<file path="src/rtl/mac_share_arbiter.sv">
// ---------------------------------------------------------------------------
// mac_share_arbiter
//   Shares one MAC datapath between two operand requesters. Whole bursts of
//   (a,b) beats are granted round-robin. Accepted beats are registered toward
//   the MAC with accumulator clear/last framing and a per-requester done pulse.
//
// Ports
//   clk, reset            rising-edge clock, synchronous active-high reset
//   req_x/last_x/a_x/b_x  requester x beat valid, end-of-burst flag, operands
//   ack_0, ack_1          beat accepted this cycle (combinational)
//   select                operand mux select (0 = requester 0, 1 = requester 1)
//   mac_a, mac_b          registered operands, held while mac_en = 0
//   mac_en                mac_a/mac_b valid this cycle
//   mac_clear             first beat of a burst (MAC restarts its accumulator)
//   mac_last              final beat of a burst
//   busy                  a burst is granted
//   beat_count            beats accepted in the current or most recent burst
//   done_0, done_1        1-cycle pulse aligned with that requester's last beat
// ---------------------------------------------------------------------------
module mac_share_arbiter #(
    parameter int WIDTH     = 8,
    parameter int MAX_BURST = 16,
    parameter int CNT_W     = $clog2(MAX_BURST + 1)
) (
    input  logic             clk,
    input  logic             reset,
    input  logic             req_0,
    input  logic             last_0,
    input  logic [WIDTH-1:0] a_0,
    input  logic [WIDTH-1:0] b_0,
    input  logic             req_1,
    input  logic             last_1,
    input  logic [WIDTH-1:0] a_1,
    input  logic [WIDTH-1:0] b_1,
    output logic             ack_0,
    output logic             ack_1,
    output logic             select,
    output logic [WIDTH-1:0] mac_a,
    output logic [WIDTH-1:0] mac_b,
    output logic             mac_en,
    output logic             mac_clear,
    output logic             mac_last,
    output logic             busy,
    output logic [CNT_W-1:0] beat_count,
    output logic             done_0,
    output logic             done_1
);

    typedef enum logic {
        IDLE  = 1'b0,
        BURST = 1'b1
    } state_t;

    state_t state;
    logic   owner;   // requester holding (or last holding) the grant
    logic   ptr;     // requester that wins when both ask in IDLE

    logic             req_owner;
    logic             last_owner;
    logic [WIDTH-1:0] a_owner;
    logic [WIDTH-1:0] b_owner;
    logic             accept;
    logic             end_beat;
    logic             winner;

    // NOTE: every signal in an always_comb gets a default before any branch,
    // otherwise a path that skips the assignment infers a latch.
    always_comb begin
        req_owner  = req_0;
        last_owner = last_0;
        a_owner    = a_0;
        b_owner    = b_0;
        if (owner) begin
            req_owner  = req_1;
            last_owner = last_1;
            a_owner    = a_1;
            b_owner    = b_1;
        end

        // Nothing is accepted during reset, so a burst abandoned by reset
        // never shows a handshake on its final cycle.
        accept   = (state == BURST) && req_owner && !reset;
        ack_0    = accept && !owner;
        ack_1    = accept && owner;

        // The beat that brings the count to MAX_BURST is forced last.
        end_beat = accept && (last_owner || (beat_count == CNT_W'(MAX_BURST - 1)));

        // Sole requester wins; on a tie the priority pointer decides.
        winner   = (req_0 && req_1) ? ptr : req_1;
    end

    assign select = owner;
    assign busy   = (state == BURST);

    // NOTE: sequential state uses non-blocking assignments so every register
    // samples the pre-edge values, independent of statement order.
    always_ff @(posedge clk) begin
        if (reset) begin
            // The operand registers are cleared too: every output reads 0
            // after reset.
            state      <= IDLE;
            owner      <= 1'b0;
            ptr        <= 1'b0;
            beat_count <= '0;
            mac_a      <= '0;
            mac_b      <= '0;
            mac_en     <= 1'b0;
            mac_clear  <= 1'b0;
            mac_last   <= 1'b0;
            done_0     <= 1'b0;
            done_1     <= 1'b0;
        end else begin
            // Framing flags are single-cycle; operands hold between beats.
            mac_en    <= 1'b0;
            mac_clear <= 1'b0;
            mac_last  <= 1'b0;
            done_0    <= 1'b0;
            done_1    <= 1'b0;

            case (state)
                IDLE: begin
                    if (req_0 || req_1) begin
                        owner      <= winner;
                        beat_count <= '0;
                        state      <= BURST;
                    end
                end

                BURST: begin
                    if (accept) begin
                        mac_en     <= 1'b1;
                        mac_a      <= a_owner;
                        mac_b      <= b_owner;
                        mac_clear  <= (beat_count == '0);
                        beat_count <= beat_count + 1'b1;
                        if (end_beat) begin
                            mac_last <= 1'b1;
                            done_0   <= !owner;
                            done_1   <= owner;
                            ptr      <= !owner;
                            state    <= IDLE;
                        end
                    end
                end

                default: state <= IDLE;
            endcase
        end
    end

endmodule

</file>
<file path="config.mk">
export PLATFORM = sky130hd
export DESIGN_NAME = mac_share_arbiter
export DESIGN_NICKNAME = d
export VERILOG_FILES = /design/src/rtl/mac_share_arbiter.sv
export SDC_FILE = /design/constraint.sdc
export NUM_CORES = 1
export LEC_CHECK = 0
export ABC_AREA = 1
export CORE_MARGIN = 4
export CORE_UTILIZATION = 35
export CTS_CLUSTER_SIZE = 12
export DETAILED_ROUTE_END_ITERATION = 10
export GPL_TIMING_DRIVEN = 1
export PLACE_DENSITY = 0.7
export SYNTH_ARGS = -nofsm -noshare
export SYNTH_HDL_FRONTEND = slang
export SYNTH_SLANG_ARGS = --single-unit
export TNS_END_PERCENT = 50
</file>
<file path="constraint.sdc">
create_clock -name clk -period 3.11 [get_ports clk]
set_input_delay 0.4665 -clock clk [delete_from_list [all_inputs] [get_ports clk]]
set_output_delay 0.4665 -clock clk [all_outputs]
set_load 0.02 [all_outputs]
</file>
# Word-level counts from Yosys, hierarchy flattened
# Cells that the tools add are included.
[totals]
in_bits = 38
ff_bits = 29
elab_cells = 50
out_inout_bits = 30
[classes]
muxes = 14
reduce_logical = 18
add_sub_neg = 1
n_eq_ne = 3
n_bitwise = 3
[ops]
columns = ["op", "count"]
rows = [
  ["$mux 8", 2],
  ["$mux 5", 2],
  ["$pmux 5 s2", 1],
  ["$mux 1", 8],
  ["$logic_and 1x1->1", 6],
  ["$reduce_and 2->1", 3],
  ["$add 5x1->5 const B", 1],
  ["$eq 5x4->1 const B", 1],
  ["$logic_not 5->1", 1],
  ["$reduce_or 4->1", 1],
  ["$not 1->1", 3],
  ["$reduce_and 3->1", 1],
  ["$reduce_or 3->1", 1],
  ["$logic_not 1->1", 2],
  ["$logic_or 1x1->1", 2],
  ["$ne 2x1->1 const B", 1],
  ["$ne 2x2->1 const B", 1],
  ["$pmux 1 s2", 1],
  ["$reduce_or 2->1", 1],
]

# Longest topological paths before layout
[depth]
depth_word = 7
depth_mapped = 8
depth_no_buf = 8

# Least setup slack after synthesis
# OpenSTA, ideal clock, no wires.
[synth_timing]
kind = "register to output"
from = "reg state (netlist: busy)"
to = "out ack_1"
slack_ps = 1360
path_stages_with_launch = 6
arrival_ps = 1283
path_buffers = 1
required_ps = 2643
path_cell_list = "dfxtp_1 inv_2 nor2_4 nand3_4 buf_2 nor2_1"
[synth_between]
elab_chain_len = 3
[synth_rtl]
columns = ["element", "line", "source"]
rows = [
  ["start, declared", "54", "state_t state;"],
  ["start signal, assigned", "102", "state <= IDLE;"],
  ["start signal, assigned", "126", "state <= BURST;"],
  ["start signal, assigned", "142", "state <= IDLE;"],
  ["$logic_and 1x1->1 (2 in series)", "82", "accept = (state == BURST) && req_owner && !reset;"],
  ["$logic_and 1x1->1", "84", "ack_1 = accept && owner;"],
  ["end, declared", "36", "output logic ack_1,"],
]
# Every way passes these cells.

# Final worst setup path
[layout_timing]
from = "reg owner (netlist: select)"
to = "out ack_0"
[layout_between]
elab_chain_len = 4
elab_cells_between_ends = 5
cone_classes = "1 x mux; 4 x reduce/logical"
[layout_rtl]
columns = ["element", "line", "source"]
rows = [
  ["start, declared", "55", "logic owner;"],
  ["start signal, assigned", "124", "owner <= winner;"],
  ["$mux 1", "73", "if (owner) begin"],
  ["$logic_and 1x1->1 (2 in series)", "82", ""],
  ["$logic_and 1x1->1 (*)", "83", "ack_0 = accept && !owner;"],
  ["end, declared", "35", "output logic ack_0,"],
]
# Every way passes the cells marked *; elsewhere a longest branch is shown, timed or not.

==> summary.txt <==
Timing
  • Crit share post-route: 0.858
  • Post-layout min period: 2.67 ns
  • Setup Skew: 0.00647 ns
  • Slew headroom: 0.682
  • Setup TNS: 0 ns
  • Max Slew Vio Count: 0
  • Slew @ Worst Pin: 0.472 ns
  • RSZ-0062 raised after global routing: no
  • Fmax: 375 MHz
  • Setup Viol. Count Final: 0
  • Hold Violations, Final: 0

GRT
  • Largest net degree at the start of global routing: 22
  • Vias in the first global route: 1,324
  • Initial antenna violation count: 0
  • Total Routing Usage GR: 0.148
  • Remaining global-route overflow: 0
  • First-pass GRT wire length: 5.98 mm

Synth
  • Top_reg_cell synth: dfxtp_1
  • Post-synth EDFFs: 0
  • Total nets after synthesis: 242
  • Synth Area in Compound Gates: 0.114
  • Async SR Flop Fraction: 0
  • Post-synthesis sequential area ratio: 0.405
  • Multiplexer share of the synthesized area: 0
  • Cell variety after synth: 24
  • Mapped Cells: 201
  • Largest family of logic cells by synthesized area: simple AND/OR/NAND/NOR gates
  • Synth Cell Area: 0.00143 mm2
  • Leading area contributor after synthesis: dfxtp_1
  • XOR/XNOR share of the synthesized area: 0
  • Post-synth top cells: 93 x nand2_1, 29 x dfxtp_1, 13 x a21oi_1, 11 x inv_1, 10 x nand2_2
  • Largest cells by area after synthesis: dfxtp_1 41%, nand2_1 24%, a21oi_2 4.9%
  • Synth Area in Simple Gates: 0.360
  • Top-count cell post-synth: nand2_1
  • Yosys warnings: 0
  • Mean Syn Cell Area: 7.13 um2
  • Seq cells post-synth: 29
  • Synth Area in Adders: 0.0262
  • Post-synth top area share: 0.405

Drt
  • Vias: 1,421
  • Routed Antenna Nets: 0
  • Vias per inst: 4.47
  • Post-DR wirelength/cell: 11.4 um
  • Drt initial violations: 61
  • Residual DRC: 0
  • Post-Route WL: 3.64 mm
  • DR pass1 iterations: 4

Status
  • Outcome: finished clean

CTS
  • Post-CTS Setup Bufs: 0
  • Skew-Pair Late Insertion Delay: 0.28 ns
  • H-tree depth: 2
  • Max Root-Sink Buffers: 2
  • CTS Sinks: 29
  • Hold_buf cts: 0
  • Worst-path clk slew: 0.06 ns
  • CTS tree: done
  • Root Buffer: clkbuf_8
  • Num CTS Buffers: 5
  • Cts repair resizes: 0

Critical path
  • CP Data Required Time: 2.64 ns
  • Worst r2r path cells: 7
  • Setup crit start: select
  • CP startpoint kind: register
  • CP arrival: 2.20 ns
  • Crit-path max FO: 21
  • Critical setup path kind: register to output port
  • RR Startpoint: select
  • R2R Path End: mac_a[5]
  • R2R setup slack: 1.30 ns
  • Critical path endpoint category: output port

Hold path
  • Worst Hold Depth: 1
  • Hold endpoint: mac_clear
  • Hold Startpoint: beat_count[4]
  • Hold crit path type: register to register

Power
  • Power Density: 429 mW/mm2
  • Peak VDD IR: 174 uV
  • Total design power: 0.949 mW
  • Leak: 0.909 nW

Final layout
  • Share of cells above drive strength 1: 0.133
  • Fill cells: 370
  • N_diodes: 0
  • Nets: 310
  • Finished Layout Cells: 318
  • Final core occ: 0.582
  • Area Growth Syn to Fin: 54.2%
  • Final instance area: 0.00221 mm2

Place
  • I/O Buffers: 67
  • Inst Count DP: 310
  • Final RePlAce weighted congestion: 0.826
  • DP Area: 0.00211 mm2
  • Hpwl dp: 2.74 mm

Floorplan
  • Die width: 72.0 um
  • Ports: 68
  • DIE AREA: 0.00518 mm2
  • Die height: 72.0 um
  • Core area: 0.00380 mm2
  • Starting Density: 0.377
  • Rows: 22

Run
  • Max_cap viols: 0
==> per-stage QoR <==
step | worst slack (ns) | hold WS (ns)
floorplan | 1.36 | 0.441
global placement | 0.549 | 0.443
detailed placement | 0.529 | 0.440
CTS | 0.398 | 0.448
global route | 0.284 | 0.481
finish | 0.441 | 0.446
==> worst max-delay path: stages (launching register included) <==
cell	delay, ns
dfxtp_1	0.56
inv_2	0.27
nand2_2	0.14
nand3_4	0.18
nor2_2	0.14
clkdlybuf4s50_1	0.63
==> metal layers <==
metal,vias to the layer above,global-route usage,wire [um]
met5,-,0,0
met4,0,0.0877,91
met3,7,0.0471,259
met2,37,0.238,1700
met1,615,0.172,1590
li1,762,-,-
==> worst max-delay path by stage <==
stage	endpoint	slack, ns	cells after the start
floorplan	ack_1	1.36	5
global placement	ack_0	0.55	6
detailed placement	ack_0	0.53	6
CTS	ack_0	0.40	5
global route	ack_1	0.28	5
finish	ack_0	0.44	5
==> power by group <==
| part | switching [mW] | leakage [nW] | total [mW] | internal (mW) |
|---|---|---|---|---|
| registers | 0.0125 | 0.235 | 0.402 | 0.389 |
| clock network | 0.135 | 0.0542 | 0.334 | 0.199 |
| logic | 0.110 | 0.620 | 0.213 | 0.103 |
| total | 0.257 | 0.909 | 0.949 | 0.692 |
==> cells in the final DEF (no fill, tap or decap) <==
master / count
clkdlybuf4s50_1: 67
nor2_1: 7
clkinv_4: 1
o22ai_1: 1
nor3_1: 2
buf_4: 3
inv_1: 11
nand2_2: 10
clkbuf_8: 7
clkinv_2: 1
nand3b_1: 1
o211ai_1: 1
o21ai_0: 3
nand3_4: 1
inv_2: 2
ha_1: 3
a21oi_2: 8
nand3_1: 3
dfxtp_1: 29
nand3_2: 1
a21oi_1: 13
nor2_2: 1
nand2_1: 93
nor2_4: 1
==> state kept, by name, summed over array words and instances (netlist names) <==
register and count:
mac_b 8, beat_count 5, select 1, mac_clear 1, done_1 1, mac_en 1, ptr 1, mac_last 1
done_0 1, busy 1, mac_a 8
==> cells by family (layout without fill, tap and decap cells) <==
logic type / count (synthesis) / after routing
simple gates: 120 / 120
flops: 29 / 29
compound gates: 26 / 26
buf+inv: 23 / 92
fa+ha+maj: 3 / 3
==> area by class of cell <==
| class | instances | area (um2) | area share |
|---|---|---|---|
| clock buffers | 7 | 96.3 | 0.0436 |
| multi-input cells | 149 | 717 | 0.324 |
| clock inverters | 1 | 5.00 | 0.00227 |
| flip-flops and latches | 29 | 581 | 0.263 |
| inverters | 14 | 57.6 | 0.0260 |
| repair buffers | 70 | 693 | 0.314 |
| well taps | 48 | 60.1 | 0.0272 |
No activity file was read; power rests on OpenSTA's default activity.
